$ cat src/rtl/axis_reg_pipe_skid.sv
// axis_reg_pipe_skid: a chain of N_STAGES full-throughput AXI-Stream skid
// stages. Every stage registers valid, ready and data, so no combinational
// path crosses the block in either direction. The block also carries a tuser
// sideband, keeps a live occupancy count, and supports a synchronous flush.
//
// Optional feature macro: AXIS_REG_PIPE_TLAST_EN
//   When defined, tlast is stored with each beat, and pkt_count tracks how
//   many tlast beats (whole packets) are currently held.

// One skid stage. M holds the beat presented downstream. K catches the single
// beat that was in flight when downstream stalled.
module axis_reg_pipe_skid_stage #(
    parameter int WORD_BITS = 33
) (
    input  logic                 aclk,
    input  logic                 aresetn,
    input  logic                 flush,
    input  logic                 in_valid,
    output logic                 in_ready,
    input  logic [WORD_BITS-1:0] in_word,
    output logic                 out_valid,
    input  logic                 out_ready,
    output logic [WORD_BITS-1:0] out_word
);
    // The state encoding makes out_valid (bit 0) and !in_ready (bit 1) plain flop bits.
    typedef enum logic [1:0] {
        EMPTY = 2'b00,
        HALF  = 2'b01,
        FULL  = 2'b11
    } state_t;

    state_t               state_q;
    state_t               state_d;
    logic [WORD_BITS-1:0] main_q;
    logic [WORD_BITS-1:0] skid_q;
    logic                 load_main;
    logic                 load_skid;
    logic                 restore_main;

    assign out_valid = state_q[0];
    assign in_ready  = ~state_q[1];
    assign out_word  = main_q;

    // Next state, and which register captures the incoming or held beat.
    always_comb begin
        // NOTE: every signal gets a default before the case, so no path leaves it unassigned and no latch is inferred.
        state_d      = state_q;
        load_main    = 1'b0;
        load_skid    = 1'b0;
        restore_main = 1'b0;
        case (state_q)
            EMPTY: begin
                if (in_valid) begin
                    load_main = 1'b1;
                    state_d   = HALF;
                end
            end
            HALF: begin
                if (in_valid && out_ready) begin
                    load_main = 1'b1;
                end else if (in_valid) begin
                    load_skid = 1'b1;
                    state_d   = FULL;
                end else if (out_ready) begin
                    state_d = EMPTY;
                end
            end
            FULL: begin
                if (out_ready) begin
                    restore_main = 1'b1;
                    state_d      = HALF;
                end
            end
            default: state_d = EMPTY;
        endcase
    end

    // State register: reset and flush both empty the stage.
    always_ff @(posedge aclk) begin
        // NOTE: sequential state uses non-blocking assignments, so every flop updates from pre-edge values.
        if (!aresetn || flush) begin
            state_q <= EMPTY;
        end else begin
            state_q <= state_d;
        end
    end

    // Data registers: M takes the new beat or the skid beat, K takes the overflow beat.
    always_ff @(posedge aclk) begin
        // NOTE: data words are only meaningful while the state marks them valid, so they carry no reset.
        if (load_main) begin
            main_q <= in_word;
        end else if (restore_main) begin
            main_q <= skid_q;
        end
        if (load_skid) begin
            skid_q <= in_word;
        end
    end
endmodule

module axis_reg_pipe_skid #(
    parameter int N_STAGES  = 4,
    parameter int DATA_BITS = 32,
    parameter int USER_BITS = 1,
    parameter int OCC_BITS  = (N_STAGES == 0) ? 1 : $clog2(2 * N_STAGES + 1)
) (
    input  logic                 aclk,
    input  logic                 aresetn,
    input  logic                 flush,
    input  logic                 s_axis_tvalid,
    output logic                 s_axis_tready,
    input  logic [DATA_BITS-1:0] s_axis_tdata,
    input  logic [USER_BITS-1:0] s_axis_tuser,
    output logic                 m_axis_tvalid,
    input  logic                 m_axis_tready,
    output logic [DATA_BITS-1:0] m_axis_tdata,
    output logic [USER_BITS-1:0] m_axis_tuser,
    output logic [OCC_BITS-1:0]  occupancy
`ifdef AXIS_REG_PIPE_TLAST_EN
    ,
    input  logic                 s_axis_tlast,
    output logic                 m_axis_tlast,
    output logic [15:0]          pkt_count
`endif
);
    // tdata, tuser and, if enabled, tlast travel as one word through the stages.
`ifdef AXIS_REG_PIPE_TLAST_EN
    localparam int WORD_BITS = DATA_BITS + USER_BITS + 1;
`else
    localparam int WORD_BITS = DATA_BITS + USER_BITS;
`endif

    logic [WORD_BITS-1:0] s_word;
    logic [WORD_BITS-1:0] m_word;
    logic                 in_fire;
    logic                 out_fire;

`ifdef AXIS_REG_PIPE_TLAST_EN
    assign s_word = {s_axis_tlast, s_axis_tuser, s_axis_tdata};
    assign {m_axis_tlast, m_axis_tuser, m_axis_tdata} = m_word;
`else
    assign s_word = {s_axis_tuser, s_axis_tdata};
    assign {m_axis_tuser, m_axis_tdata} = m_word;
`endif

    assign in_fire  = s_axis_tvalid & s_axis_tready;
    assign out_fire = m_axis_tvalid & m_axis_tready;

    generate
        if (N_STAGES == 0) begin : g_bypass
            // Pure wires. Flush still blocks the handshake in both directions.
            assign m_word        = s_word;
            assign m_axis_tvalid = s_axis_tvalid & ~flush;
            assign s_axis_tready = m_axis_tready & ~flush;
            assign occupancy     = '0;
`ifdef AXIS_REG_PIPE_TLAST_EN
            assign pkt_count     = '0;
`endif
        end else begin : g_pipe
            logic [N_STAGES:0]    chain_valid;
            logic [N_STAGES:0]    chain_ready;
            logic [WORD_BITS-1:0] chain_word [N_STAGES+1];
            logic [OCC_BITS-1:0]  occ_q;

            assign chain_valid[0]        = s_axis_tvalid;
            assign chain_word[0]         = s_word;
            assign chain_ready[N_STAGES] = m_axis_tready;
            assign m_axis_tvalid         = chain_valid[N_STAGES];
            assign m_word                = chain_word[N_STAGES];
            // Ready is a registered flag. Flush gates it so no beat enters a pipe that is being cleared.
            assign s_axis_tready         = chain_ready[0] & ~flush;

            for (genvar i = 0; i < N_STAGES; i++) begin : g_stage
                axis_reg_pipe_skid_stage #(
                    .WORD_BITS(WORD_BITS)
                ) u_stage (
                    .aclk     (aclk),
                    .aresetn  (aresetn),
                    .flush    (flush),
                    .in_valid (chain_valid[i]),
                    .in_ready (chain_ready[i]),
                    .in_word  (chain_word[i]),
                    .out_valid(chain_valid[i+1]),
                    .out_ready(chain_ready[i+1]),
                    .out_word (chain_word[i+1])
                );
            end

            // Occupancy counter: beats accepted minus beats emitted, cleared by reset or flush.
            always_ff @(posedge aclk) begin
                if (!aresetn || flush) begin
                    occ_q <= '0;
                end else if (in_fire && !out_fire) begin
                    occ_q <= occ_q + OCC_BITS'(1);
                end else if (!in_fire && out_fire) begin
                    occ_q <= occ_q - OCC_BITS'(1);
                end
            end
            assign occupancy = occ_q;

`ifdef AXIS_REG_PIPE_TLAST_EN
            logic [15:0] pkt_q;
            logic        last_in;
            logic        last_out;

            assign last_in  = in_fire & s_axis_tlast;
            assign last_out = out_fire & m_axis_tlast;

            // Packet counter: tlast beats accepted minus tlast beats emitted.
            always_ff @(posedge aclk) begin
                if (!aresetn || flush) begin
                    pkt_q <= '0;
                end else if (last_in && !last_out) begin
                    pkt_q <= pkt_q + 16'd1;
                end else if (!last_in && last_out) begin
                    pkt_q <= pkt_q - 16'd1;
                end
            end
            assign pkt_count = pkt_q;
`endif
        end
    endgenerate
endmodule

$ cat config.mk
export PLATFORM = sky130hd
export DESIGN_NAME = axis_reg_pipe_skid
export DESIGN_NICKNAME = d
export VERILOG_FILES = /design/src/rtl/axis_reg_pipe_skid.sv
export SDC_FILE = /design/constraint.sdc
export NUM_CORES = 1
export LEC_CHECK = 0
export ABC_AREA = 1
export CAP_MARGIN = 15
export CORE_MARGIN = 4
export CORE_UTILIZATION = 40
export DETAILED_ROUTE_END_ITERATION = 8
export GPL_TIMING_DRIVEN = 0
export PLACE_DENSITY = 0.63
export REMOVE_ABC_BUFFERS = 1
export SETUP_SLACK_MARGIN = 0.15
export SYNTH_ARGS = -nofsm -noshare
export SYNTH_HDL_FRONTEND = slang
export SYNTH_SLANG_ARGS = --single-unit
$ cat constraint.sdc
create_clock -name aclk -period 4 [get_ports aclk]
set_clock_uncertainty 0.15 [all_clocks]
set_input_delay 0.8 -clock aclk [delete_from_list [all_inputs] [get_ports aclk]]
set_output_delay 0.8 -clock aclk [all_outputs]
set_load 0.02 [all_outputs]
==> results of run 1 <==
-- synthesized netlist by cell type, drive strengths merged --
master,n
nor2,28
a21oi,3
xor2,2
fa,1
ha,19
edfxtp,264
nand2,461
nand3,18
or2,2
o21ai,2
nor3,1
inv,37
dfxtp,12
buf,56
-- state kept, by name, summed over array words and instances, names as in the netlist --
signal / flops
g_pipe.g_stage.u_stage.skid_q: 132
g_pipe.g_stage.u_stage.out_word: 132
g_pipe.g_stage.u_stage.state_q: 8
occupancy: 4
-- cell type report --
cell class | count | area, µm²
Fill cell | 2362 | 14200
Sequential cell | 276 | 8170
Multi-Input combinational cell | 537 | 2310
Timing Repair Buffer | 80 | 863
Clock buffer | 34 | 702
Tap cell | 341 | 427
Clock inverter | 15 | 205
Inverter | 37 | 139
-- power groups by stage --
stage                     combinational [mW]  sequential [mW]  clock (mW)
after global placement                 0.416             3.44           0
after detailed placement               0.455             3.44           0
final                                  0.446             3.37        2.57
after floorplan                        0.250             3.44           0
after global routing                   0.515             3.39        2.76
after CTS                              0.457             3.37        2.63
-- cells in the final DEF, fill, tap and decap left out --
master,synthesis,routed
o21ai_0,2,1
bufinv_16,0,5
nor2_1,28,24
clkbuf_1,0,7
ha_1,19,19
clkbuf_16,0,27
xor2_1,2,2
nand2_2,4,4
nor2_4,0,4
buf_16,0,3
o21ai_4,0,1
fa_1,1,1
edfxtp_1,264,264
buf_12,0,1
clkdlybuf4s50_1,0,76
nor3_1,1,1
or2_2,2,2
nand2_1,457,457
clkinv_1,0,5
nand3_2,4,4
nand3_1,14,14
dfxtp_1,12,12
clkinv_2,0,4
a21oi_1,3,3
inv_2,7,7
inv_1,30,30
clkinv_8,0,1
-- routing by layer --
metal  vias to the layer above  wire [µm]  track usage (%)
met5                         -          0                0
li1                       3075          -                -
met2                        97       7050             15.8
met1                      2587       8150             15.2
met3                        18        751             2.72
met4                         0        255             3.13
-- worst max-delay path by stage --
stage,startpoint,to,cells past startpoint
2_1_floorplan,m_axis_tready,g_pipe.g_stage[3].u_stage.out_word[0]$_DFFE_PP_,2
3_3_place_gp,m_axis_tready,g_pipe.g_stage[3].u_stage.out_word[18]$_DFFE_PP_,3
3_5_place_dp,s_axis_tvalid,g_pipe.g_stage[0].u_stage.out_word[27]$_DFFE_PP_,6
4_1_cts,g_pipe.g_stage[0].u_stage.state_q[0]$_SDFFE_PP0P_,g_pipe.g_stage[0].u_stage.out_word[18]$_DFFE_PP_,7
5_1_grt,g_pipe.g_stage[0].u_stage.state_q[0]$_SDFFE_PP0P_,g_pipe.g_stage[0].u_stage.out_word[5]$_DFFE_PP_,7
6_report,g_pipe.g_stage[0].u_stage.state_q[0]$_SDFFE_PP0P_,g_pipe.g_stage[0].u_stage.out_word[5]$_DFFE_PP_,7
-- kinds of logic after synthesis --
| group | Yosys count |
|---|---|
| AO/OA/AOI/OAI | 5 |
| XOR/XNOR | 2 |
| adder cells (fa/ha/maj) | 20 |
| buffers and inverters | 93 |
| flip-flops | 276 |
| AND/OR/NAND/NOR | 510 |
==> impl_metrics.json, run 1 <==
{
  "reg2reg_to": "g_pipe.g_stage[0].u_stage.out_word[5]$_DFFE_PP_",
  "ir_drop_v": 0.000240,
  "die_h_um": 174,
  "report.final.slew_viol_count": 0,
  "synth_mux_area_share_pct": 0,
  "period_share_pct": 83.3,
  "r2r_cells": 7,
  "max_freq_mhz": 300,
  "power.net_switching_mw": 1.34,
  "synthCells": 906,
  "intPower_mw": 5.04,
  "post-route-util_pct": 47.4,
  "min_path_cells": 0,
  "path_delay_family": "buffers and inverters",
  "routedWlPerCell_um": 12.3,
  "synth_top_area_share_pct": 71.9,
  "clockRootBuffer": "clkbuf_16",
  "io_pins": 77,
  "ant_nets": 0,
  "cpPeakStageDelay_ps": 610,
  "rsz0062_at_grt": "false",
  "route.detailed.drc": 0,
  "cts_hold_buf": 0,
  "cts_tree": "yes",
  "fin_nets": 1017,
  "gp_congestion": 0.711,
  "die_w_um": 174,
  "cts_max_level": 1,
  "p_comb_share_pct": 7.0,
  "dpl.cell_count": 1271,
  "pwr-share-clk_pct": 40.2,
  "outcome": "finished, final reports clean",
  "syn_avg_cell_area_um2": 12.2,
  "core_um2": 27000,
  "path_class": "flop to flop",
  "synth_cell_types": 19,
  "synth_top_family_by_area": "simple AND/OR/NAND/NOR gates",
  "viasPerCell": 4.38,
  "leakage_nw": 4.97,
  "cts_sinks": 276,
  "netlist_area_um2": 11000,
  "cp-start-kind": "flop",
  "cp_cell_sequence": "inv_1 -> ha_1 -> nand2_1 -> nand2_2 -> inv_2 -> nand2_1 -> buf_16",
  "hold_viol": 0,
  "slowest_stage": "inv_2",
  "drt_first_iter_violations": 392,
  "cts_made_buffers": 27,
  "stdcell_area_um2": 12800,
  "tightest_slew_ps": 947,
  "grt_max_degree": 35,
  "holdPathEnd": "g_pipe.g_stage[1].u_stage.skid_q[13]$_DFFE_PP_",
  "synth_compound_area_share_pct": 0.227,
  "clk_latency_ps": 520,
  "synth-simple-area-share_pct": 17.9,
  "io_buffers": 76,
  "synth_fa_ha_area_share_pct": 2.34,
  "grt-ovfl-total": 0,
  "placementRows": 60,
  "max-slew-margin-rel_pct": 36.7,
  "holdCritPathClass": "flop to flop",
  "synth_top_area_cell": "edfxtp_1",
  "final_layout_size_suffix_gt1_share_pct": 6.44,
  "dpl.hpwl_um": 10700,
  "end_kind": "flop",
  "vias": 5777,
  "post-cts-setup-buffers": 0,
  "crit_buf_inv": 3,
  "critPathArrivalTime_ps": 3440,
  "reg2reg_slack_ps": 670,
  "start_util_pct": 40.8,
  "crit_required_ps": 4110,
  "cp_common_cell": "nand2_1",
  "hold_slack_ps": 289,
  "clockBufferDepth": 3,
  "pwr-share-seq_pct": 52.8,
  "final_cell_count_no_fill": 1320,
  "min-delay-start": "g_pipe.g_stage[0].u_stage.out_word[13]$_DFFE_PP_",
  "synth-seq-cells": 276,
  "drv_cap": 0,
  "routed_wl_um": 16200,
  "rr_startpoint": "g_pipe.g_stage[0].u_stage.state_q[0]$_SDFFE_PP0P_",
  "synth_area_leaders": "edfxtp_1, nand2_1, buf_4",
  "first_pass_iters": 4,
  "swShare_pct": 21.0,
  "synth-warning-count": 0,
  "synth.yosys.seq_area_share_pct": 74.1,
  "clkTransAtPathRegs_ps": 60,
  "grt_pass1_vias": 5616,
  "grt_usage_pct": 10.5,
  "syn2layout_area_growth_pct": 16.2,
  "placed_area_um2": 11900,
  "synth-xor-area-share_pct": 0.159,
  "worst_slack_ps": 667,
  "final-setup-viol-count": 0,
  "period_minus_slack_ps": 3330,
  "grt_pass1_wl_um": 27500,
  "power_mw": 6.38,
  "diodes": 0,
  "crit_path_max_fanout": 34,
  "dp_slack_ps": 153,
  "setup_tns_ps": 0,
  "antenna_found_initial": 0,
  "dieArea_um2": 30300,
  "pwr_density_cell_nw_per_um2": 498,
  "post_cts_resized": 0
}
Note: power is estimated with default switching activity, not from simulation.
==> inputs of run 2 (changes only) <==
- clock period: 4 -> 2.98 ns (I/O delays scaled with it)
==> run 2 against run 1 <==
Net effect: fmax increased by 29%; largest power group unchanged; largest cell class unchanged; first-iteration DRC count fell by 13%; register-to-register slack got worse by 270 ps; count of clock-buffer cells in the layout did not move; die area unchanged; hold slack improved by 0.61 ps; cell count stayed put; routed wire length is essentially flat.
==> impl_metrics.json, run 2 (synthesized netlist as in run 1, its figures left out) <==
{
  "swShare_pct": 21.1,
  "worst_slack_ps": 401,
  "setup_tns_ps": 0,
  "io_buffers": 76,
  "cts_tree": "yes",
  "antenna_found_initial": 0,
  "post-cts-setup-buffers": 0,
  "intPower_mw": 6.77,
  "end_kind": "flop",
  "final_cell_mix": "nand2_1, edfxtp_1, clkdlybuf4s50_1",
  "viasPerCell": 4.39,
  "hold_viol": 0,
  "grt_usage_pct": 10.5,
  "crit_required_ps": 3090,
  "cts_sinks": 276,
  "grt-ovfl-total": 0,
  "grt_pass1_vias": 5608,
  "final-setup-viol-count": 0,
  "cts_made_buffers": 27,
  "max_freq_mhz": 388,
  "routed_wl_um": 16200,
  "grt_pass1_wl_um": 27400,
  "dp_slack_ps": -663,
  "placed_area_um2": 11900,
  "syn2layout_area_growth_pct": 16.6,
  "pwr-share-seq_pct": 52.8,
  "report.final.slew_viol_count": 0,
  "vias": 5790,
  "cts_hold_buf": 0,
  "clockBufferDepth": 3,
  "ant_nets": 0,
  "path_class": "flop to flop",
  "period_share_pct": 86.6,
  "placementRows": 60,
  "die_w_um": 174,
  "cp-start-kind": "flop",
  "crit_path_max_fanout": 34,
  "first_pass_iters": 4,
  "pwr-share-clk_pct": 40.1,
  "core_um2": 27000,
  "power.net_switching_mw": 1.81,
  "fin_nets": 1017,
  "leakage_nw": 4.98,
  "p_comb_share_pct": 7.1,
  "tightest_slew_ps": 948,
  "dpl.hpwl_um": 10700,
  "final_layout_size_suffix_gt1_share_pct": 6.64,
  "period_minus_slack_ps": 2580,
  "grt_max_degree": 35,
  "holdCritPathClass": "flop to flop",
  "clkTransAtPathRegs_ps": 60,
  "pwr_density_cell_nw_per_um2": 667,
  "diodes": 0,
  "outcome": "finished, final reports clean",
  "rsz0062_at_grt": "false",
  "routedWlPerCell_um": 12.3,
  "route.detailed.drc": 0,
  "start_util_pct": 40.8,
  "ir_drop_v": 0.000322,
  "cts_max_level": 1,
  "clk_latency_ps": 520,
  "drt_first_iter_violations": 343,
  "io_pins": 77,
  "stdcell_area_um2": 12900,
  "die_h_um": 174,
  "critPathArrivalTime_ps": 2690,
  "final_common_cell": "nand2_1",
  "drv_cap": 0,
  "gp_congestion": 0.711,
  "max-slew-margin-rel_pct": 36.7,
  "clockRootBuffer": "clkbuf_16",
  "dieArea_um2": 30300,
  "n_fill_cell": 2361
}
run 2: stage by stage:
step                util, %  hold slack, ps  power (mW)  cells
floorplan                 -             277        4.96    850
global placement       43.5             283        5.17   1267
detailed placement     44.1             284        5.22   1271
CTS                    47.5             293        8.68   1320
global route           47.6             296        8.95   1320
finish                 47.6             289        8.58   1320
run 2: layout make-up:
type | count | area, µm² | area share (%)
repair buffers | 80 | 863 | 6.71
clock buffers | 34 | 702 | 5.46
well taps | 341 | 427 | 3.32
inverters | 37 | 159 | 1.24
flip-flops and latches | 276 | 8170 | 63.5
clock inverters | 15 | 205 | 1.60
multi-input cells | 537 | 2330 | 18.2
run 2: power groups by stage:
stage	Clock, mW	Sequential, mW	Combinational [mW]
floorplan	0	4.62	0.335
global placement	0	4.61	0.558
detailed placement	0	4.61	0.611
CTS	3.53	4.53	0.618
global route	3.71	4.54	0.698
finish	3.44	4.53	0.607
run 2: worst max-delay path, stage by stage, from the launching register on:
cell,delay (ps)
dfxtp_1,490
inv_1,200
ha_1,230
nand2_1,110
nand2_4,230
inv_6,290
nand2_1,320
buf_16,280
run 2: worst paths after layout:
kind                                                                   startpoint                                               to  slack [ps]  depth (start not counted)
worst max-delay path            g_pipe.g_stage[1].u_stage.state_q[0]$_SDFFE_PP0P_  g_pipe.g_stage[1].u_stage.out_word[2]$_DFFE_PP_         400                          7
worst min-delay path             g_pipe.g_stage[0].u_stage.out_word[13]$_DFFE_PP_   g_pipe.g_stage[1].u_stage.skid_q[13]$_DFFE_PP_         290                          0
worst max register to register  g_pipe.g_stage[1].u_stage.state_q[0]$_SDFFE_PP0P_  g_pipe.g_stage[1].u_stage.out_word[2]$_DFFE_PP_         400                          7
worst min register to register   g_pipe.g_stage[0].u_stage.out_word[13]$_DFFE_PP_   g_pipe.g_stage[1].u_stage.skid_q[13]$_DFFE_PP_         290                          0
run 2: repair_timing:
item                                    4_1_cts  5_1_grt
resized for setup                             9        5
endpoints found under the setup margin       99       55
pin swaps                                     0        0
run 2: per-layer routing:
metal	vias to the layer above	wire length (µm)	GRT usage [%]
met5	-	0	0
met1	2590	8160	15.2
met3	18	787	2.72
li1	3080	-	-
met2	102	7010	15.7
met4	0	255	3.13
==> inputs of run 3 (changes only) <==
- CORE_UTILIZATION: 40 -> 53
- PLACE_DENSITY: 0.63 -> 0.79
==> run 3 against run 2 <==
Net effect: power fell by 5.3%; first-iteration DRC count fell by 8.7%; cell count fell by 6.0%; final area fell by 2.1%; register-to-register slack got worse by 60 ps; sequential share of layout area rose by 1.4 points; non-clock buffer count did not move; critical path depth did not move; flip-flop and latch count did not move.
==> impl_metrics.json, run 3 (synthesized netlist as in run 1, its figures left out) <==
{
  "grt-ovfl-total": 0,
  "intPower_mw": 6.45,
  "viasPerCell": 4.73,
  "period_minus_slack_ps": 2640,
  "cts_hold_buf": 0,
  "io_pins": 77,
  "drv_cap": 0,
  "pwr-share-seq_pct": 55.8,
  "cts_max_level": 1,
  "critPathArrivalTime_ps": 2740,
  "ant_nets": 0,
  "gp_congestion": 0.724,
  "first_pass_iters": 5,
  "diodes": 0,
  "routed_wl_um": 15400,
  "clk_latency_ps": 500,
  "cts_made_buffers": 25,
  "final_layout_size_suffix_gt1_share_pct": 5.97,
  "crit_path_max_fanout": 34,
  "antenna_found_initial": 0,
  "die_w_um": 152,
  "cts_sinks": 276,
  "startpoint": "g_pipe.g_stage[0].u_stage.state_q[0]$_SDFFE_PP0P_",
  "power_mw": 8.12,
  "clkTransAtPathRegs_ps": 60,
  "path_class": "flop to flop",
  "fin_nets": 1015,
  "clockBufferDepth": 3,
  "crit_required_ps": 3080,
  "final-setup-viol-count": 0,
  "n_fill_cell": 1476,
  "grt_usage_pct": 13.2,
  "placementRows": 52,
  "grt_max_degree": 35,
  "ir_drop_v": 0.000361,
  "pwr_density_cell_nw_per_um2": 646,
  "period_share_pct": 88.6,
  "hold_slack_ps": 293,
  "core_um2": 20400,
  "max-slew-margin-rel_pct": 41.0,
  "outcome": "finished, final reports clean",
  "worst_slack_ps": 340,
  "grt_pass1_wl_um": 26400,
  "end_kind": "flop",
  "syn2layout_area_growth_pct": 14.1,
  "p_comb_share_pct": 7.2,
  "routedWlPerCell_um": 12.4,
  "dieArea_um2": 23200,
  "min-delay-start": "g_pipe.g_stage[1].u_stage.out_word[7]$_DFFE_PP_",
  "report.final.slew_viol_count": 0,
  "hold_viol": 0,
  "cp-start-kind": "flop",
  "die_h_um": 152,
  "max_freq_mhz": 379,
  "holdCritPathClass": "flop to flop",
  "seqCellArea_um2": 8170,
  "final_cell_mix": "nand2_1, edfxtp_1, clkdlybuf4s50_1",
  "vias": 5869,
  "swShare_pct": 20.6,
  "multiInputGateArea_um2": 2320,
  "rr_startpoint": "g_pipe.g_stage[0].u_stage.state_q[0]$_SDFFE_PP0P_",
  "dpl.hpwl_um": 10500,
  "start_util_pct": 54.2,
  "final_common_cell": "nand2_1",
  "io_buffers": 76,
  "grt_pass1_vias": 5618,
  "dp_slack_ps": -497,
  "cts_tree": "yes",
  "power.net_switching_mw": 1.67,
  "clockRootBuffer": "clkbuf_16",
  "drt_first_iter_violations": 313,
  "leakage_nw": 4.90,
  "route.detailed.drc": 0,
  "rsz0062_at_grt": "false",
  "pwr-share-clk_pct": 37.0,
  "tightest_slew_ps": 882
}
-- run 3: critical path, cell delays in order, from the launching register on --
cell and delay, ps:
dfxtp_1 500, inv_1 200, ha_1 240, nand2_1 120, nand2_4 230, inv_8 260
nand2_1 330, buf_16 290
-- run 3: per-stage QoR --
stage / instance area [µm²] / instances / utilization (%) / TNS (ps)
global placement: 11700 / 1196 / 57.3 / -172060
global route: 12600 / 1241 / 61.8 / 0
detailed placement: 11800 / 1200 / 57.8 / -49680
floorplan: 10600 / 850 / - / -23900
CTS: 12600 / 1241 / 61.7 / 0
finish: 12600 / 1241 / 61.8 / 0
-- run 3: timing repair --
item | in CTS | in global routing
buffers inserted | 0 | 0
endpoints found under the setup margin | 99 | 99
hold endpoints to repair | 0 | 0
cloned | 0 | 0
resized for setup | 9 | 5
-- run 3: layer usage --
layer  GRT usage [%]  part of all wire (%)
met5               0                     0
met4            3.72                   1.6
met3            2.33                   4.6
met2            22.1                    49
met1            18.0                    45
-- run 3: power groups by stage --
stage | combinational [mW] | sequential [mW] | clock, mW
2_1_floorplan | 0.335 | 4.62 | 0
3_3_place_gp | 0.539 | 4.61 | 0
3_5_place_dp | 0.578 | 4.62 | 0
4_1_cts | 0.589 | 4.53 | 3.08
5_1_grt | 0.669 | 4.55 | 3.25
6_report | 0.584 | 4.53 | 3.01
-- run 3: final timing paths --
| check | to | slack (ps) | depth (start not counted) |
|---|---|---|---|
| worst min register to register | g_pipe.g_stage[2].u_stage.skid_q[7]$_DFFE_PP_ | 290 | 0 |
| worst max register to register | g_pipe.g_stage[0].u_stage.out_word[4]$_DFFE_PP_ | 340 | 7 |
| worst min-delay path | g_pipe.g_stage[2].u_stage.skid_q[7]$_DFFE_PP_ | 290 | 0 |
| worst max-delay path | g_pipe.g_stage[0].u_stage.out_word[4]$_DFFE_PP_ | 340 | 7 |
-- run 3: layout make-up --
class | instances | area share (%)
Multi-Input combinational cell | 537 | 18.5
Clock buffer | 33 | 5.21
Clock inverter | 8 | 0.885
Sequential cell | 276 | 64.9
Inverter | 37 | 1.24
Timing Repair Buffer | 80 | 6.62
Tap cell | 270 | 2.68
